<file path="config.mk">
export PLATFORM = sky130hd
export DESIGN_NAME = tone_sequencer
export DESIGN_NICKNAME = d
export VERILOG_FILES = /design/src/rtl/tone_seq_pkg.sv /design/src/rtl/step_timer.sv /design/src/rtl/tone_sequencer.sv
export SDC_FILE = /design/constraint.sdc
export NUM_CORES = 1
export LEC_CHECK = 0
export BUFFER_PORTS_ARGS = -buffer_cell sky130_fd_sc_hd__buf_2
export CAP_MARGIN = 20
export CORE_MARGIN = 2
export CORE_UTILIZATION = 50
export CTS_CLUSTER_DIAMETER = 60
export DETAILED_ROUTE_END_ITERATION = 8
export GPL_ROUTABILITY_DRIVEN = 0
export PLACE_DENSITY = 0.73
export SLEW_MARGIN = 20
export SYNTH_ARGS = -nofsm -noshare
export SYNTH_HDL_FRONTEND = slang
export SYNTH_SLANG_ARGS = --single-unit
</file>
<file path="constraint.sdc">
create_clock -name clk -period 3.19 [get_ports clk]
set_input_delay 0.638 -clock clk [delete_from_list [all_inputs] [get_ports clk]]
set_output_delay 0.638 -clock clk [all_outputs]
set_load 0.05 [all_outputs]
</file>
<file path="src/rtl/tone_seq_pkg.sv">
// rtl/tone_seq_pkg.sv - shared states, scale size and default step periods for the tone sequencer
package tone_seq_pkg;

  typedef enum logic [1:0] {
    IDLE,
    RUN,
    HOLD,
    END
  } state_t;

  localparam int NUM_NOTES_DEFAULT = 29;
  localparam int IDX_W             = 5;
  localparam int SLOW_DIV_DEFAULT  = 100_000_000;
  localparam int FAST_DIV_DEFAULT  = 50_000_000;

endpackage

</file>
<file path="src/rtl/step_timer.sv">
// rtl/step_timer.sv - step period counter with clear, enable and terminal-count pulse
module step_timer
  import tone_seq_pkg::*;
#(
  parameter int SLOW_DIV = SLOW_DIV_DEFAULT,
  parameter int FAST_DIV = FAST_DIV_DEFAULT
) (
  input  logic clk,
  input  logic rst,
  input  logic clr,
  input  logic en,
  input  logic speed,
  output logic tc
);

  localparam int MAX_DIV = (SLOW_DIV > FAST_DIV) ? SLOW_DIV : FAST_DIV;
  localparam int CNT_W   = (MAX_DIV > 2) ? $clog2(MAX_DIV) : 1;
  localparam logic [CNT_W-1:0] SLOW_LAST = CNT_W'(SLOW_DIV - 1);
  localparam logic [CNT_W-1:0] FAST_LAST = CNT_W'(FAST_DIV - 1);

  logic [CNT_W-1:0] cnt;
  logic [CNT_W-1:0] last;

  assign last = speed ? FAST_LAST : SLOW_LAST;
  assign tc   = en && (cnt == last);

  // clear wins over enable so a speed change never leaves cnt above the new last value
  always_ff @(posedge clk or negedge rst) begin
    if (!rst) begin
      cnt <= '0;
    end else if (clr) begin
      cnt <= '0;
    end else if (en) begin
      cnt <= (cnt == last) ? '0 : cnt + 1'b1;
    end
  end

endmodule

</file>
<file path="src/rtl/tone_sequencer.sv">
// rtl/tone_sequencer.sv - walks a one-hot note scale up/down at a selectable step rate
module tone_sequencer
  import tone_seq_pkg::*;
#(
  parameter int SLOW_DIV  = SLOW_DIV_DEFAULT,
  parameter int FAST_DIV  = FAST_DIV_DEFAULT,
  parameter int NUM_NOTES = NUM_NOTES_DEFAULT
) (
  input  logic                 clk,
  input  logic                 rst,
  input  logic                 start,
  input  logic                 up_req,
  input  logic                 down_req,
  input  logic                 speed_tgl,
  input  logic                 pause_tgl,
  input  logic                 bounce,
  output logic [NUM_NOTES-1:0] tone,
  output logic [IDX_W-1:0]     note_idx,
  output logic                 audio_en,
  output logic                 step_pulse,
  output logic                 at_top,
  output logic                 at_bottom,
  output logic                 speed,
  output logic                 dir
);

  localparam logic [IDX_W-1:0] TOP_IDX = IDX_W'(NUM_NOTES - 1);

  state_t           state_q, state_d;
  logic [IDX_W-1:0] idx_d;
  logic             dir_d, speed_d;
  logic             up_only, down_only, spd_apply, end_exit;
  logic             cnt_clr, cnt_en, tc;

  assign up_only   = up_req & ~down_req;
  assign down_only = down_req & ~up_req;
  assign at_top    = (note_idx == TOP_IDX);
  assign at_bottom = (note_idx == '0);
  assign spd_apply = speed_tgl && (state_q != IDLE);
  assign end_exit  = (state_q == END) && ((at_top && down_only) || (at_bottom && up_only));
  assign cnt_clr   = start || spd_apply || end_exit;
  // a pause edge freezes the counter on that same edge so resume continues from it
  assign cnt_en    = (state_q == RUN) && !pause_tgl && !cnt_clr;
  assign audio_en  = (state_q == RUN) || (state_q == END);
  assign tone      = NUM_NOTES'(1) << note_idx;

  step_timer #(
    .SLOW_DIV (SLOW_DIV),
    .FAST_DIV (FAST_DIV)
  ) u_step_timer (
    .clk   (clk),
    .rst   (rst),
    .clr   (cnt_clr),
    .en    (cnt_en),
    .speed (speed),
    .tc    (tc)
  );

  always_comb begin
    state_d = state_q;
    idx_d   = note_idx;
    dir_d   = dir;
    speed_d = speed;
    if (start) begin
      state_d = RUN;
      idx_d   = '0;
      dir_d   = 1'b1;
      speed_d = 1'b1;
    end else begin
      if ((state_q == RUN || state_q == HOLD) && (up_only || down_only)) dir_d = up_only;
      unique case (state_q)
        RUN: begin
          if (tc) begin
            if (dir_d && at_top) begin
              if (bounce) begin
                dir_d = 1'b0;
                idx_d = TOP_IDX - 1'b1;
              end else begin
                state_d = END;
              end
            end else if (!dir_d && at_bottom) begin
              if (bounce) begin
                dir_d = 1'b1;
                idx_d = IDX_W'(1);
              end else begin
                state_d = END;
              end
            end else begin
              idx_d = dir_d ? note_idx + 1'b1 : note_idx - 1'b1;
            end
          end
          if (pause_tgl) state_d = HOLD;
        end
        HOLD: if (pause_tgl) state_d = RUN;
        END: begin
          if (end_exit) begin
            state_d = RUN;
            dir_d   = up_only;
          end
        end
        default: ;
      endcase
      if (spd_apply) speed_d = ~speed;
    end
  end

  always_ff @(posedge clk or negedge rst) begin
    if (!rst) begin
      state_q    <= IDLE;
      note_idx   <= '0;
      dir        <= 1'b1;
      speed      <= 1'b1;
      step_pulse <= 1'b0;
    end else begin
      state_q    <= state_d;
      note_idx   <= idx_d;
      dir        <= dir_d;
      speed      <= speed_d;
      step_pulse <= tc;
    end
  end

endmodule

</file>
# ---- Word level (Yosys, flattened, before mapping)
# Index checks and enable logic that the tools add are counted.
dict set report word_totals {
  ff_bits 37
  input_bits 8
  out_inout_bits 40
}
dict set report classes {
  addsub 3
  n_eq_ne 11
  shifts 1
  n_mux 33
  n_bitwise 5
  reduce_logical 28
}
# operator n
set ops {}
lappend ops {{two-way mux 27 bit} 4}
lappend ops {{two-way mux 5 bit} 8}
lappend ops {{<< shifter 1 x 5 -> 29 bit, first input constant} 1}
lappend ops {{adder 27 x 1 -> 27 bit, second input constant} 1}
lappend ops {{equality test 27 bit} 1}
lappend ops {{two-way mux 2 bit} 8}
lappend ops {{!= test 3 bit, second input constant} 4}
lappend ops {{two-way mux 1 bit} 11}
lappend ops {{logical AND 1 bit} 10}
lappend ops {{nonzero test 2 bit} 5}
lappend ops {{logical OR 1 bit} 6}
lappend ops {{case mux 2 bit (3 select lines)} 1}
lappend ops {{adder 5 x 1 -> 5 bit, second input constant} 1}
lappend ops {{equality test 5 bit, second input constant} 1}
lappend ops {{zero test 5 bit} 1}
lappend ops {{!= test 5 x 3 -> 1 bit, second input constant} 1}
lappend ops {{AND reduction 5 bit} 1}
lappend ops {{subtractor 5 x 1 -> 5 bit, second input constant} 1}
lappend ops {{equality test 2 bit, second input constant} 2}
lappend ops {{!= test 4 bit, second input constant} 1}
lappend ops {{AND reduction 4 bit} 1}
lappend ops {{nonzero test 4 bit} 1}
lappend ops {{zero test 1 bit} 3}
lappend ops {{inverter 1 bit} 3}
lappend ops {{3 further kinds} 4}

# ---- Depth between registers and ports, before layout
dict set report logic_depth {
  word_depth 14
  mapped_depth 12
  mapped_depth_nobuf 12
}

# ---- Modules after synthesis
# Synthesis repeated with hierarchy kept, for this count alone.
dict set report hier_totals {
  hier_cells 309
  area_unflattened_um2 2781.4
}
# module instances cells_each area_each_um2
set by_module_without_submodules {}
lappend by_module_without_submodules {step_timer 1 167 1710.4}
lappend by_module_without_submodules {tone_sequencer 1 142 1071.0}

# ---- Worst setup path after synthesis
# No wires, ideal clock.
dict set report synth_timing {
  kind {reg-to-reg}
  start {reg note_idx[1]}
  end {reg state_q[1]}
  arrival_ps 2867
  required_time_ps 3069
  path_slack_ps 202
  stages_incl_launch_ff 8
  n_path_buf 1
  period_less_slack_ps 2988
  path_cell_list {dfrtp_1 -> or2_1 -> buf_2 -> nor2_1 -> mux2i_1 -> o31ai_1 -> o21ai_1 -> a22o_1}
}
dict set report synth_between {
  elab_chain_cells 10
}
# element line
set synth_lines {}
lappend synth_lines {{start, declared} tone_sequencer.sv:18} ;# output logic [IDX_W-1:0] note_idx,
lappend synth_lines {{start signal, assigned} tone_sequencer.sv:116} ;# note_idx <= idx_d;
lappend synth_lines {{equality test 5 bit *} tone_sequencer.sv:37} ;# assign at_top = (note_idx == TOP_IDX);
lappend synth_lines {{via at_top} tone_sequencer.sv:21} ;# output logic at_top,
lappend synth_lines {{logical AND 1 bit} tone_sequencer.sv:40} ;# assign end_exit = (state_q == END) && ((at_top && down_only) || (at_bottom && up_only));
lappend synth_lines {{logical OR 1 bit} tone_sequencer.sv:40}
lappend synth_lines {{logical AND 1 bit} tone_sequencer.sv:40}
lappend synth_lines {{logical OR 1 bit} tone_sequencer.sv:41} ;# assign cnt_clr = start || spd_apply || end_exit;
lappend synth_lines {{zero test 1 bit} tone_sequencer.sv:43} ;# assign cnt_en = (state_q == RUN) && !pause_tgl && !cnt_clr;
lappend synth_lines {{logical AND 1 bit} tone_sequencer.sv:43}
lappend synth_lines {{logical AND 1 bit} step_timer.sv:25} ;# assign tc = en && (cnt == last);
lappend synth_lines {{!= test 4 bit (no line)} -}
lappend synth_lines {{AND reduction 5 bit (no line)} -}
lappend synth_lines {{end signal, assigned} tone_sequencer.sv:115} ;# state_q <= state_d;
lappend synth_lines {{end, declared} tone_sequencer.sv:29} ;# state_t state_q, state_d;
# The timed path passes the listed nets; every way through them passes the cells marked *. The select of a mux whose other input is x is not followed.
# A chain may end at the register's enable or synchronous reset.

# ---- Worst setup path in the final report
dict set report layout_timing {
  start {in up_req}
  end {reg note_idx[4]}
}
dict set report layout_between {
  elab_chain_cells 13
}
# element line
set layout_lines {}
lappend layout_lines {{start, declared} tone_sequencer.sv:12} ;# input logic up_req,
lappend layout_lines {{inverter 1 bit} tone_sequencer.sv:36} ;# assign down_only = down_req & ~up_req;
lappend layout_lines {{AND 1 bit} tone_sequencer.sv:36}
lappend layout_lines {{logical OR 1 bit} tone_sequencer.sv:70} ;# if ((state_q == RUN || state_q == HOLD) && (up_only || down_only)) dir_d = up_only;
lappend layout_lines {{logical AND 1 bit} tone_sequencer.sv:70}
lappend layout_lines {{two-way mux 1 bit} tone_sequencer.sv:70}
lappend layout_lines {{two-way mux 1 bit} tone_sequencer.sv:64} ;# if (start) begin
lappend layout_lines {{zero test 1 bit} tone_sequencer.sv:81} ;# end else if (!dir_d && at_bottom) begin
lappend layout_lines {{logical AND 1 bit} tone_sequencer.sv:81}
lappend layout_lines {{two-way mux 5 bit} tone_sequencer.sv:81}
lappend layout_lines {{two-way mux 5 bit} tone_sequencer.sv:74} ;# if (dir_d && at_top) begin
lappend layout_lines {{two-way mux 5 bit} tone_sequencer.sv:73} ;# if (tc) begin
lappend layout_lines {{two-way mux 5 bit} tone_sequencer.sv:71} ;# unique case (state_q)
lappend layout_lines {{two-way mux 5 bit} tone_sequencer.sv:64}
# Parallel ways exist; a longest one is shown, timed or not. The select of a mux whose other input is x is not followed.

==> summary.txt <==
Placement
  • Placed insts: 442
  • Hpwl dp: 4.66 mm
  • Placed cell areas: 2980 µm²
  • Port bufs: 47

Timing
  • Setup violators final: 0
  • Final min period: 2780 ps
  • Slew HR: 44.1%
  • Fmax achieved: 360 MHz
  • Max-slew violations: 0
  • Period utilisation layout: 87.2%
  • Hold Vio Cnt, Final: 0
  • Final Skew: 8.79 ps
  • RSZ-0062 raised after global routing: false
  • Worst slew pin tran: 838 ps
  • Setup TNS: 0 ps

Worst hold path
  • Min-Delay Path Class: in -> async

Synth
  • Ys flop type: dfrtp_1
  • Ys Warns: 0
  • Register area share after synthesis: 34.8%
  • EDFF count, synth: 0
  • Syn_area_per_cell: 8.05 µm²
  • Syn Nets: 351
  • Post-synthesis async set-or-reset flop share: 100%
  • Post-synthesis register bit count: 37
  • Synth cell types: 58
  • Post-Syn Instances: 332
  • Synth Cell Area: 2670 µm²

Worst setup path
  • RR Startpoint: state_q[0]
  • Critical path class: in -> reg
  • Startpoint Class: input port
  • Critical path endpoint category: register
  • Reg-to-reg critical path endpoint: note_idx[4]
  • CP required: 3410 ps
  • Critical path peak fanout: 8
  • Critical path arrival: 3000 ps
  • Worst reg2reg path depth: 12
  • Reg2reg setup slack: 420 ps

Clocking
  • Hold buffer count at CTS: 0
  • Clk slew on worst S/H paths: 80 ps
  • Max Root-Sink Buffers: 2
  • Post-CTS Setup Bufs: 0
  • CTS HTree Levels: 2
  • Worst-skew pair later-pin latency: 290 ps
  • CTS resizes: 0
  • Sink Count: 37
  • CTS tree: built
  • Total CTS buffers: 5
  • CTS root buf: clkbuf_8

Die
  • Starting density of the core: 52.0%
  • Die X: 77.1 µm
  • Die extent in y: 77.1 µm
  • FP Rows: 26
  • Die Area: 5940 µm²
  • IO Count: 48
  • Core ar.: 5140 µm²

Global route
  • Largest net degree at the start of global routing: 38
  • GR Util All Layers: 22.7%
  • Vias in the first global route: 2,334
  • GR Overflow Total: 0
  • Wire length of the first global-routing pass: 11.1 mm
  • Initial antenna violation count: 0

Finish
  • NumNets Final: 398
  • Non-Filler Instances: 450
  • Most frequent cells in the layout: nor2_1 (53), buf_2 (47), dfrtp_1 (35)
  • # diodes: 0
  • Area Overhead vs Synth: 15.4%
  • Commonest non-fill, non-tap cell in the layout: nor2_1
  • Utilization after layout: 60.0%
  • Share of cells above drive strength 1: 20.8%
  • Design Area, Final: 3080 µm²

Job
  • Max cap viols: 0

Routing
  • Met1 wire length: 3.10 mm
  • Metal2 WL: 2.93 mm
  • Via/cell ratio: 5.83
  • Initial drt markers: 263
  • Met3 WL: 350 µm
  • Drt pass-1 iters: 4
  • Drt wl/cell: 14.3 µm
  • DRC errors left: 0
  • Top Layer Used: met4
  • DR vias: 2,622
  • Total routed wirelength: 6.44 mm
  • Post-route ant nets: 0

Pwr
  • Leak: 0.00135 µW
  • Peak supply drop: 0.323 mV
  • Power per cell area: 444 nW/µm²

Outcome
  • Status: finished, final reports clean
[worst max-delay path: stages]
cell,delay (ps)
buf_2,90
inv_1,40
ha_1,260
nand2b_1,100
mux2_2,400
inv_1,230
ha_1,320
nand2b_1,90
a21oi_1,80
xor2_1,150
or3_1,320
a21o_1,160
a21oi_1,110
[routing by layer]
layer | global-route usage (%) | vias to the layer above
met5 | 0 | -
met4 | 5.54 | 0
met3 | 3.41 | 7
met2 | 36.0 | 81
met1 | 32.9 | 1247
li1 | - | 1287
[cell usage after synthesis, types with 3 or more instances]
cell,count,area (µm²)
inv_1,14,52.6
nand4_1,5,31.3
or2_1,3,18.8
clkbuf_1,5,18.8
nand3_1,17,85.1
o21ai_0,9,45.0
a31oi_1,11,68.8
o21ai_1,7,35.0
mux2i_1,3,30.0
xnor2_1,4,35.0
buf_2,9,45.0
nand2b_1,5,31.3
a21oi_1,27,135
or2_2,3,18.8
nand3b_1,4,30.0
dfrtp_1,35,876
a21o_1,4,30.0
nor2_1,53,199
nand2_1,29,109
nor3_1,12,60.1
ha_1,10,125
or3_1,11,68.8
nor2b_1,3,18.8
nor4_1,4,25.0
a41oi_1,3,26.3
and3_1,3,18.8
[report_power, final]
group | internal (µW) | switching [µW] | leakage (µW) | total [µW]
clock network | 195 | 165 | 0.0000542 | 361
registers | 497 | 24.2 | 0.000505 | 522
logic | 164 | 323 | 0.000793 | 487
total | 857 | 512 | 0.00135 | 1370
[logic make-up after synthesis]
kind of cell	after synthesis	synth area share, %
AO/OA/AOI/OAI	84	21.6
XOR/XNOR	6	1.97
adder cells (fa/ha/maj)	11	5.43
buffers and inverters	29	4.78
flip-flops	37	34.8
multiplexers	4	1.55
AND/OR/NAND/NOR	161	29.9
[worst max-delay path by stage]
stage           startpoint     endpoint  slack [ps]  cells after the start
2_1_floorplan  note_idx[1]   state_q[1]         200                      7
6_report            up_req  note_idx[4]         410                     13
5_1_grt         state_q[0]  note_idx[4]         170                     12
4_1_cts             up_req  note_idx[4]         420                     12
3_3_place_gp        up_req  note_idx[4]         240                     13
3_5_place_dp        up_req  note_idx[4]         120                     12
[registers in the layout, indices dropped and copies added, names as in the netlist]
name              flops
u_step_timer.cnt     27
note_idx              5
state_q               2
dir                   1
speed                 1
step_pulse            1
[layout make-up]
class / instances / area [µm²]
clock inverter: 1 / 5.00
timing repair buffer: 55 / 295
tap: 70 / 87.6
fill: 479 / 2060
multi-input combinational: 266 / 1620
inverter: 14 / 52.6
clock buffer: 7 / 96.3
sequential: 37 / 928
[stage by stage]
step           hold WS, ps  worst slack, ps  power [µW]
2_1_floorplan          342              202         895
3_3_place_gp           475              242        1010
3_5_place_dp           482              117        1010
4_1_cts                471              417        1380
5_1_grt                511              172        1460
6_report               438              409        1370
Note: power is estimated with default switching activity, not from simulation.
